$ cat src/rtl/fifo_pkg.sv
// Shared FIFO helpers: Gray/binary conversion and increment for the pointer
// controllers on both sides of the asynchronous FIFO, plus default widths.
package fifo_pkg;

    localparam int PTR_W  = 3;
    localparam int DATA_W = 8;

    // Callers pass the pointer width; values are carried in 32 bits.
    function automatic logic [31:0] width_mask(input int w);
        return (w >= 32) ? 32'hFFFF_FFFF : ((32'd1 << w) - 32'd1);
    endfunction

    function automatic logic [31:0] bin2gray(input logic [31:0] b, input int w);
        logic [31:0] bm;
        bm = b & width_mask(w);
        return bm ^ (bm >> 1);
    endfunction

    function automatic logic [31:0] gray2bin(input logic [31:0] g, input int w);
        logic [31:0] gm;
        logic [31:0] b;
        gm = g & width_mask(w);
        b  = '0;
        for (int i = 0; i < 32; i++) begin
            b[i] = ^(gm >> i);
        end
        return b;
    endfunction

    function automatic logic [31:0] gray_inc(input logic [31:0] g, input int w);
        return bin2gray((gray2bin(g, w) + 32'd1) & width_mask(w), w);
    endfunction

endpackage

$ cat src/rtl/ptr_sync.sv
// Multi-flop synchroniser for a Gray pointer crossing clock domains.
// Shared by the read and write controllers; STAGES must be 2 or more.
module ptr_sync #(
    parameter int W      = 3,
    parameter int STAGES = 2
) (
    input  logic         clkin,
    input  logic         rstin,
    input  logic [W-1:0] d,
    output logic [W-1:0] q
);

    logic [W-1:0] chain [STAGES];

    always_ff @(posedge clkin or posedge rstin) begin
        if (rstin) begin
            for (int i = 0; i < STAGES; i++) begin
                chain[i] <= '0;
            end
        end else begin
            chain[0] <= d;
            for (int i = 1; i < STAGES; i++) begin
                chain[i] <= chain[i-1];
            end
        end
    end

    assign q = chain[STAGES-1];

endmodule

$ cat src/rtl/read_ctrl.sv
// Read-side pointer controller of the async FIFO: tail sync, empty detect,
// registered valid/ready output stage. Optional level output: READ_CTRL_LEVEL_EN.
module read_ctrl #(
    parameter int PTR_W       = fifo_pkg::PTR_W,
    parameter int DATA_W      = fifo_pkg::DATA_W,
    parameter int SYNC_STAGES = 2
) (
    input  logic              clkout,
    input  logic              rstout,
    input  logic [PTR_W-1:0]  tail_i,
    output logic [PTR_W-1:0]  rd_addr,
    input  logic [DATA_W-1:0] rd_data,
    output logic [DATA_W-1:0] odata,
    output logic              ovalid,
    input  logic              oready,
    output logic [PTR_W-1:0]  head,
    output logic              empty
`ifdef READ_CTRL_LEVEL_EN
    ,
    output logic [PTR_W-1:0]  level
`endif
);

    logic [PTR_W-1:0] tail_s;
    logic [PTR_W-1:0] head_nxt;
    logic             free;
    logic             load;

    ptr_sync #(
        .W      (PTR_W),
        .STAGES (SYNC_STAGES)
    ) u_tail_sync (
        .clkin (clkout),
        .rstin (rstout),
        .d     (tail_i),
        .q     (tail_s)
    );

    assign empty    = (head == tail_s);
    assign free     = !ovalid || oready;
    assign load     = free && !empty;
    assign rd_addr  = head;
    assign head_nxt = PTR_W'(fifo_pkg::gray_inc(32'(head), PTR_W));

    // head only moves when a word is captured, so the writer never reclaims
    // a slot whose data is still unread.
    always_ff @(posedge clkout or posedge rstout) begin
        if (rstout) begin
            head   <= '0;
            odata  <= '0;
            ovalid <= 1'b0;
        end else if (load) begin
            head   <= head_nxt;
            odata  <= rd_data;
            ovalid <= 1'b1;
        end else if (free) begin
            ovalid <= 1'b0;
        end
    end

`ifdef READ_CTRL_LEVEL_EN
    always_ff @(posedge clkout or posedge rstout) begin
        if (rstout) begin
            level <= '0;
        end else begin
            level <= PTR_W'(fifo_pkg::gray2bin(32'(tail_s), PTR_W)
                          - fifo_pkg::gray2bin(32'(head), PTR_W));
        end
    end
`endif

endmodule
$ cat config.mk
export PLATFORM = sky130hd
export DESIGN_NAME = read_ctrl
export DESIGN_NICKNAME = d
export VERILOG_FILES = /design/src/rtl/fifo_pkg.sv /design/src/rtl/ptr_sync.sv /design/src/rtl/read_ctrl.sv
export SDC_FILE = /design/constraint.sdc
export NUM_CORES = 1
export LEC_CHECK = 0
export CAP_MARGIN = 30
export CORE_MARGIN = 10
export CORE_UTILIZATION = 38
export DETAILED_ROUTE_END_ITERATION = 12
export GPL_TIMING_DRIVEN = 0
export PLACE_DENSITY = 0.74
export SLEW_MARGIN = 30
export SYNTH_ARGS = -nofsm -noshare
export SYNTH_HDL_FRONTEND = slang
export SYNTH_SLANG_ARGS = --single-unit
$ cat constraint.sdc
create_clock -name clkout -period 1.6 [get_ports clkout]
set_clock_uncertainty 0.15 [all_clocks]
set_input_delay 0.32 -clock clkout [delete_from_list [all_inputs] [get_ports clkout]]
set_output_delay 0.32 -clock clkout [all_outputs]
set_load 0.005 [all_outputs]
== Word-level counts from Yosys, hierarchy flattened ==
Index checks and enable logic that the tools add are counted.

* Word-level logic and storage cells: 18
* Input port bits: 14
* Bits in registers: 18
* Output and inout port bits: 16

* Add/sub/neg operators: 1
* Reduce and logical (&&, ||, !) cells: 8
* Equality and inequality tests: 1
* Mux-type cells: 2
* Bitwise logic cells: 1

{| class="wikitable"
|+ Operators with widths
! cell !! count
|-
| $reduce_xor A32 Y1 || 3
|-
| $add A3 B1 Y3 const B || 1
|-
| $eq A3 B3 Y1 || 1
|-
| $xor A3 B2 Y3 || 1
|-
| $logic_not A1 Y1 || 2
|-
| $mux W1 || 2
|-
| $reduce_bool A2 Y1 || 1
|-
| $logic_and A1 B1 Y1 || 1
|-
| $logic_or A1 B1 Y1 || 1
|}

== Depth between registers and ports, before layout ==
* Depth in word-level cells: 4
* Mapped depth: 5

== Modules after synthesis ==
From an unflattened synthesis, not the netlist that was laid out.

* Cell total of the unflattened synthesis: 51
* Area total of the unflattened synthesis: 753.2 um2

{| class="wikitable"
|+ By module, submodules not included
! module !! area each (um2) !! cells an instance !! instances
|-
| read_ctrl || 576.8 || 41 || 1
|-
| ptr_sync || 176.4 || 10 || 1
|}

== Worst setup path after synthesis ==
Ideal clock, no wire load.

* Kind: register -> register
* Start: reg head[0]
* End: reg head[0]
* Buffers on the path: 2
* Setup slack: -0.090 ns
* Library setup time: 0.125 ns
* Stages on the path, launching flop included: 6
* Arrival: 1.415 ns
* Data required time: 1.325 ns
* Cell sequence: dfrtp_1 buf_6 xor2_1 o31a_1 buf_6 mux2_4

* Longest elaborated chain between the ends: 3
* Elaborated cells on any way between the ends: 6
* Classes of those cells: 1 x add/sub; 1 x eq/ne; 1 x bitwise; 3 x reduce/logical

{| class="wikitable"
|+ Ends and longest elaborated chain
! element !! line !! text
|-
| start: declaration || read_ctrl.sv:16 || <nowiki>output logic [PTR_W-1:0] head,</nowiki>
|-
| start signal: assignment || read_ctrl.sv:53 || <nowiki>head <= head_nxt;</nowiki>
|-
| $reduce_xor A32 Y1 / $eq A3 B3 Y1 (equally long branches) || fifo_pkg.sv:25, read_ctrl.sv:39 ||
|-
| $add A3 B1 Y3 / $logic_not A1 Y1 (equally long branches) || fifo_pkg.sv:31, read_ctrl.sv:41 ||
|-
| $xor A3 B2 Y3 / $logic_and A1 B1 Y1 (equally long branches) || fifo_pkg.sv:16, read_ctrl.sv:41 ||
|}

Parallel ways exist; a longest one is shown, timed or not.
A chain may end at the register's enable or synchronous reset.

==> impl_metrics.env <==
export IMPL_cpPeakStageDelay_ps=460
export IMPL_drc=0
export IMPL_regArea_um2=454
export IMPL_violations="setup timing"
export IMPL_leakagePower_uw=0.000565
export IMPL_pin_count=30
export IMPL_regToRegEndpoint="odata[4]$_DFFE_PP0P_"
export IMPL_nFillCells=170
export IMPL_rsz0062_at_grt="true"
export IMPL_hold_path_class="register to register"
export IMPL_cts_tree="done"
export IMPL_r2r_slack_ps=-100
export IMPL_io_buffer_count=29
export IMPL_post_drt_wl_per_cell_um=15.8
export IMPL_ys_seq_elements=18
export IMPL_drive_gt1_share_pct=43.8
export IMPL_dp_hpwl_mm=1.30
export IMPL_fin_ws_ps=-147
export IMPL_final_common_cell="dfrtp_1"
export IMPL_grt_util_all_layers_pct=9.64
export IMPL_wl_met2_um=996
export IMPL_setup_viol=10
export IMPL_drv_cap=0
export IMPL_multiInputGateArea_um2=318
export IMPL_hold_viol_final=0
export IMPL_fp_row_count=16
export IMPL_crit_type="register to output port"
export IMPL_synth_area_top_cells="dfrtp_1 (58%), mux2_4 (17%), xor2_1 (3.4%)"
export IMPL_syn_to_final_growth_pct=60.9
export IMPL_pre_cts_ws_ps=-352
export IMPL_die_w_um=65.3
export IMPL_grt_antenna_before_repair=0
export IMPL_ff2ff_path_depth=5
export IMPL_root_buffer="clkbuf_4"
export IMPL_endpoint="empty"
export IMPL_drtIter0Drc=10
export IMPL_gp_congestion=0.754
export IMPL_start_util_pct=39.7
export IMPL_core_area_mm2=0.00196
export IMPL_final_max_slew_viol_count=0
export IMPL_cp_start_kind="register"
export IMPL_yosysUniqueCellTypes=19
export IMPL_synth_top_area_share_pct=57.9
export IMPL_rr_startpoint="head[0]$_DFFE_PP0P_"
export IMPL_synth_seq_area_share_pct=57.9
export IMPL_worstSkewPairLatency_ps=300
export IMPL_crit_path_top_delay_cell="dfrtp_2"
export IMPL_postPlaceCellArea_mm2=0.00111
export IMPL_p_per_area_mw_per_mm2=1750
export IMPL_crit_path_end_kind="output port"
export IMPL_top_layer="met4"
export IMPL_route_vias_total=572
export IMPL_grt_pass1_wl_mm=3.15
export IMPL_met3WireLength_um=155
export IMPL_overflow=0
export IMPL_cts_sinks=18
export IMPL_fmax_ghz=0.572
export IMPL_dieArea_mm2=0.00426
export IMPL_avgSynthCellArea_um2=14.7
export IMPL_post_route_util_pct=63.8
export IMPL_grt_pass1_vias=670
export IMPL_critPathMaxFanout=4
export IMPL_clkTransAtPathRegs_ps=110
export IMPL_layout_common_cells="dfrtp_1 (15), clkdlybuf4s50_1 (13), buf_4 (10), dlygate4sd2_1 (10), mux2_4 (9)"
export IMPL_drtPass1Iterations=3
export IMPL_diodes=0
export IMPL_met1_length_um=729
export IMPL_arrival_ps=1280
export IMPL_netlist_instances=53
export IMPL_fp_dieH_um=65.3
export IMPL_p_total_uw=2200
export IMPL_slew_headroom_pct=55.4
export IMPL_cts_buffers=3
export IMPL_worst_slew_pin_slew_ps=668
export IMPL_synth_warnings=0
export IMPL_synth_nets=67
export IMPL_cp_required_ps=1130
export IMPL_max_vdd_ir_drop_mv=0.898
export IMPL_drt_wl_total_mm=1.94
export IMPL_drt_vias_per_instance=4.65
export IMPL_min_period_over_period_pct=109
export IMPL_synth_top_area_cell="dfrtp_1"
export IMPL_ant_nets=0
export IMPL_design_area_mm2=0.00125
export IMPL_clockBufferDepth=2
export IMPL_grt_max_degree=19
export IMPL_synth_area_um2=778
export IMPL_run_status="finished, violations left"
export IMPL_htree_levels=1
export IMPL_nets=111
export IMPL_min_period_ps=1750
export IMPL_crit_chain="xor2_2 > nor3_2 > buf_2"
==> area by class of cell <==
| type | instances | area share, % |
|---|---|---|
| inverter | 2 | 0.599 |
| sequential | 18 | 36.3 |
| buffer | 5 | 3.90 |
| multi-input combinational | 28 | 25.4 |
| tap | 27 | 2.70 |
| timing repair buffer | 39 | 28.3 |
| clock buffer | 4 | 2.90 |
==> worst max-delay path, delay by kind of cell, from the launching register on <==
family | cells | cell delay (ps)
flip-flops | 1 | 460
XOR/XNOR | 1 | 200
AND/OR/NAND/NOR | 1 | 180
buffers and inverters | 1 | 140
==> through the flow <==
step                setup TNS, ps  hold WS [ps]  std cells
finish                       -891           208        123
global route                -1390           221        123
CTS                         -1100           211        122
detailed placement          -3210           188        109
global placement            -3150           182        109
floorplan                    -237           109         53
==> worst min-delay path by stage <==
stage / startpoint / endpoint / slack [ps] / depth (start not counted)
after global routing: u_tail_sync.chain[5]$_DFF_PP0_ / u_tail_sync.q[2]$_DFF_PP0_ / 220 / 0
after CTS: u_tail_sync.chain[5]$_DFF_PP0_ / u_tail_sync.q[2]$_DFF_PP0_ / 210 / 0
final: u_tail_sync.chain[5]$_DFF_PP0_ / u_tail_sync.q[2]$_DFF_PP0_ / 210 / 0
after global placement: u_tail_sync.chain[5]$_DFF_PP0_ / u_tail_sync.q[2]$_DFF_PP0_ / 180 / 0
after floorplan: rstout / asynchronous set/reset pin / 110 / 1
after detailed placement: u_tail_sync.chain[5]$_DFF_PP0_ / u_tail_sync.q[2]$_DFF_PP0_ / 190 / 0
==> kinds of logic (layout without fill, tap and decap cells) <==
| logic type | count (synthesis) | in the layout | share of synthesized area (%) |
|---|---|---|---|
| flip-flops | 18 | 18 | 57.9 |
| multiplexers | 9 | 9 | 17.4 |
| AND/OR/NAND/NOR | 9 | 9 | 7.24 |
| buffers and inverters | 7 | 50 | 6.75 |
| AO/OA/AOI/OAI | 5 | 5 | 5.14 |
| XOR/XNOR | 5 | 5 | 5.63 |
==> synth_stat cells, drive strengths merged <==
cell type,number
dfrtp,18
mux2,9
buf,5
xor2,3
inv,2
nor3,2
o211ai,2
xnor2,2
a31o,1
nand2,1
nand2b,1
nand3b,1
nand4,1
nand4b,1
nor2b,1
o31a,1
o31ai,1
or3,1
==> power breakdown <==
group / internal [uW] / switching, uW
Clock: 139 / 142
Combinational: 770 / 447
Sequential: 602 / 96.7
Total: 1510 / 686
==> repair_timing <==
item	in CTS	in global routing
endpoints found under the setup margin	25	14
pin swaps	3	2
hold buffers	0	0
cloned	1	0
endpoints found under the hold margin	0	0
buffers inserted	8	2
gates resized for setup	33	11
==> routing by layer <==
metal | global-route usage [%] | vias up
li1 | - | 264
met1 | 9.33 | 278
met2 | 15.7 | 24
met3 | 5.08 | 6
met4 | 6.42 | 0
met5 | 0 | -
Power figures use the tool's default switching activity.
==> RTL edit, RTL diff (same settings) <==
Set the package constant `PTR_W` to 2 (it was 3).
--- a/src/rtl/fifo_pkg.sv
+++ b/src/rtl/fifo_pkg.sv
@@ -2,7 +2,7 @@
 // controllers on both sides of the asynchronous FIFO, plus default widths.
 package fifo_pkg;
 
-    localparam int PTR_W  = 3;
+    localparam int PTR_W  = 2;
     localparam int DATA_W = 8;
 
     // Callers pass the pointer width; values are carried in 32 bits.
Ports: changed (resized head, rd_addr and tail_i); port bits go from 30 to 27. The function was not compared with the original's and may differ.
==> RTL edit against the unedited design <==
- the flow still finishes with violations (negative setup slack)
- global-route usage down 1.6 points
- final area down 19%
- routed wire length down 30%
- largest cell class unchanged
- hold slack worse by 0.0038 ns
- synthesized area down 23%
- die area down 16%
- setup slack better by 0.10 ns
- sequential share of layout area up 0.59 points
- sequential power down 14%
- non-clock buffer count down 3
- sequential cell count down 3
- total power down 14%
==> RTL edit: results (changes against the unedited design) <==
Outcome - finished, violations left
Violated checks - negative setup slack
CP Data Arrival Time - 1.18 ns (-0.10 ns)
Detailed Place HPWL - 927 um (-29%)
Area grow syn2layout - 69.9%
Met2 Track Usage GR - 0.119 (-0.0382)
Met3 GRT Util - 0.0572 (+0.00636)
Met3 wire len - 173 um (+12%)
Non-CTS buffers - 41 (-6.8%)
Post-synthesis register bit count - 15 (-3)
Drt pass-1 iters - 1 (-2)
Slowest stage delay, CP - 0.39 ns (-0.07 ns)
Fin worst setup slack - -0.0473 ns (+0.0998 ns)
Gpl congestion - 0.681 (-9.8%)
Worst-path clk slew - 0.08 ns (-0.03 ns)
Total GRT Usage - 0.0807 (-0.0158)
Number of fill cells - 116 (-32%)
Fraction of layout cells with a size suffix above 1 - 0.449 (+0.0112)
Final clock-cell share - 0.0258 (-0.00317)
Place WS - -0.211 ns (+0.140 ns)
IO buf count - 26 (-10%)
Worst flop-to-flop path endpoint - odata[5]$_DFFE_PP0P_
First-pass GRT wire length - 2150 um (-32%)
Largest net degree at the start of global routing - 16 (-3)
Crit path max fanout - 3 (-1)
DRT iter0 DRCs - 0 (-10)
Post-Synth XOR/XNOR Area - 0.0292 (-0.0270)
Met1 Use GR - 0.0846 (-0.00868)
DP Area - 880 um^2 (-21%)
R2r setup slk - -0.01 ns (+0.09 ns)
Sequential Area - 375 um^2 (-17%)
Metal2 WL - 620 um (-38%)
Via count - 413 (-28%)
Top layer in use - met3
Compound-Gate Fraction of Synth Area - 0.0167 (-0.0347)
Post-Synthesis Cells - 36 (-32%)
Worst skew pair latency - 0.27 ns (-0.03 ns)
WL met1 - 561 um (-23%)
Static Leak - 0.000494 uW (-13%)
Routed WL - 1360 um (-30%)
Measured slew at the worst slew-check pin - 0.535 ns (-0.133 ns)
Signal buffers share of area - 0.349 (+0.0272)
Post-Syn Nets - 49 (-27%)
Tap cell count - 16 (-41%)
Sw Ratio - 0.287 (-0.0256)
Top cells by count, synth - dfrtp_1, mux2_4, buf_4, inv_1, xor2_1
Top cells by area, synth - dfrtp_1, mux2_4, xor2_1, buf_4, buf_6
Final setup fails - 5 (-5)
Number of global-route vias before repair - 464 (-31%)
## RTL edit: changes by cell type after synthesis, sizes merged, moves of 2 or more
| cell | before | now |
|---|---|---|
| o211ai | 2 | 0 |
| dfrtp | 18 | 15 |
| buf | 5 | 3 |
| nor3 | 2 | 0 |
| xnor2 | 2 | 0 |
## RTL edit: repair_timing
action	CTS	global route
endpoints found under the setup margin	14	13
gates cloned	0	1
resized for setup	20	14
buffers inserted	8	3
## RTL edit: how the worst min path moves through the flow
stage                              startpoint                          to  cells after the start
3_5_place_dp   u_tail_sync.chain[2]$_DFF_PP0_  u_tail_sync.q[0]$_DFF_PP0_                      0
5_1_grt        u_tail_sync.chain[2]$_DFF_PP0_  u_tail_sync.q[0]$_DFF_PP0_                      0
3_3_place_gp   u_tail_sync.chain[3]$_DFF_PP0_  u_tail_sync.q[1]$_DFF_PP0_                      0
4_1_cts        u_tail_sync.chain[2]$_DFF_PP0_  u_tail_sync.q[0]$_DFF_PP0_                      0
2_1_floorplan                          rstout         head[0]$_DFFE_PP0P_                      1
6_report       u_tail_sync.chain[2]$_DFF_PP0_  u_tail_sync.q[0]$_DFF_PP0_                      0
## RTL edit: stage by stage
step                hold slack [ns]  TNS, ns
detailed placement            0.186    -1.98
global route                  0.216   -0.615
floorplan                    0.0715        0
global placement              0.182    -1.94
CTS                           0.205  -0.0903
finish                        0.204  -0.0977
## RTL edit: power by group through the flow
stage | clock network (uW) | logic [uW] | registers [uW]
2_1_floorplan | 0 | 429 | 634
3_3_place_gp | 0 | 873 | 626
3_5_place_dp | 0 | 886 | 632
4_1_cts | 216 | 959 | 591
5_1_grt | 236 | 1200 | 621
6_report | 206 | 1090 | 600
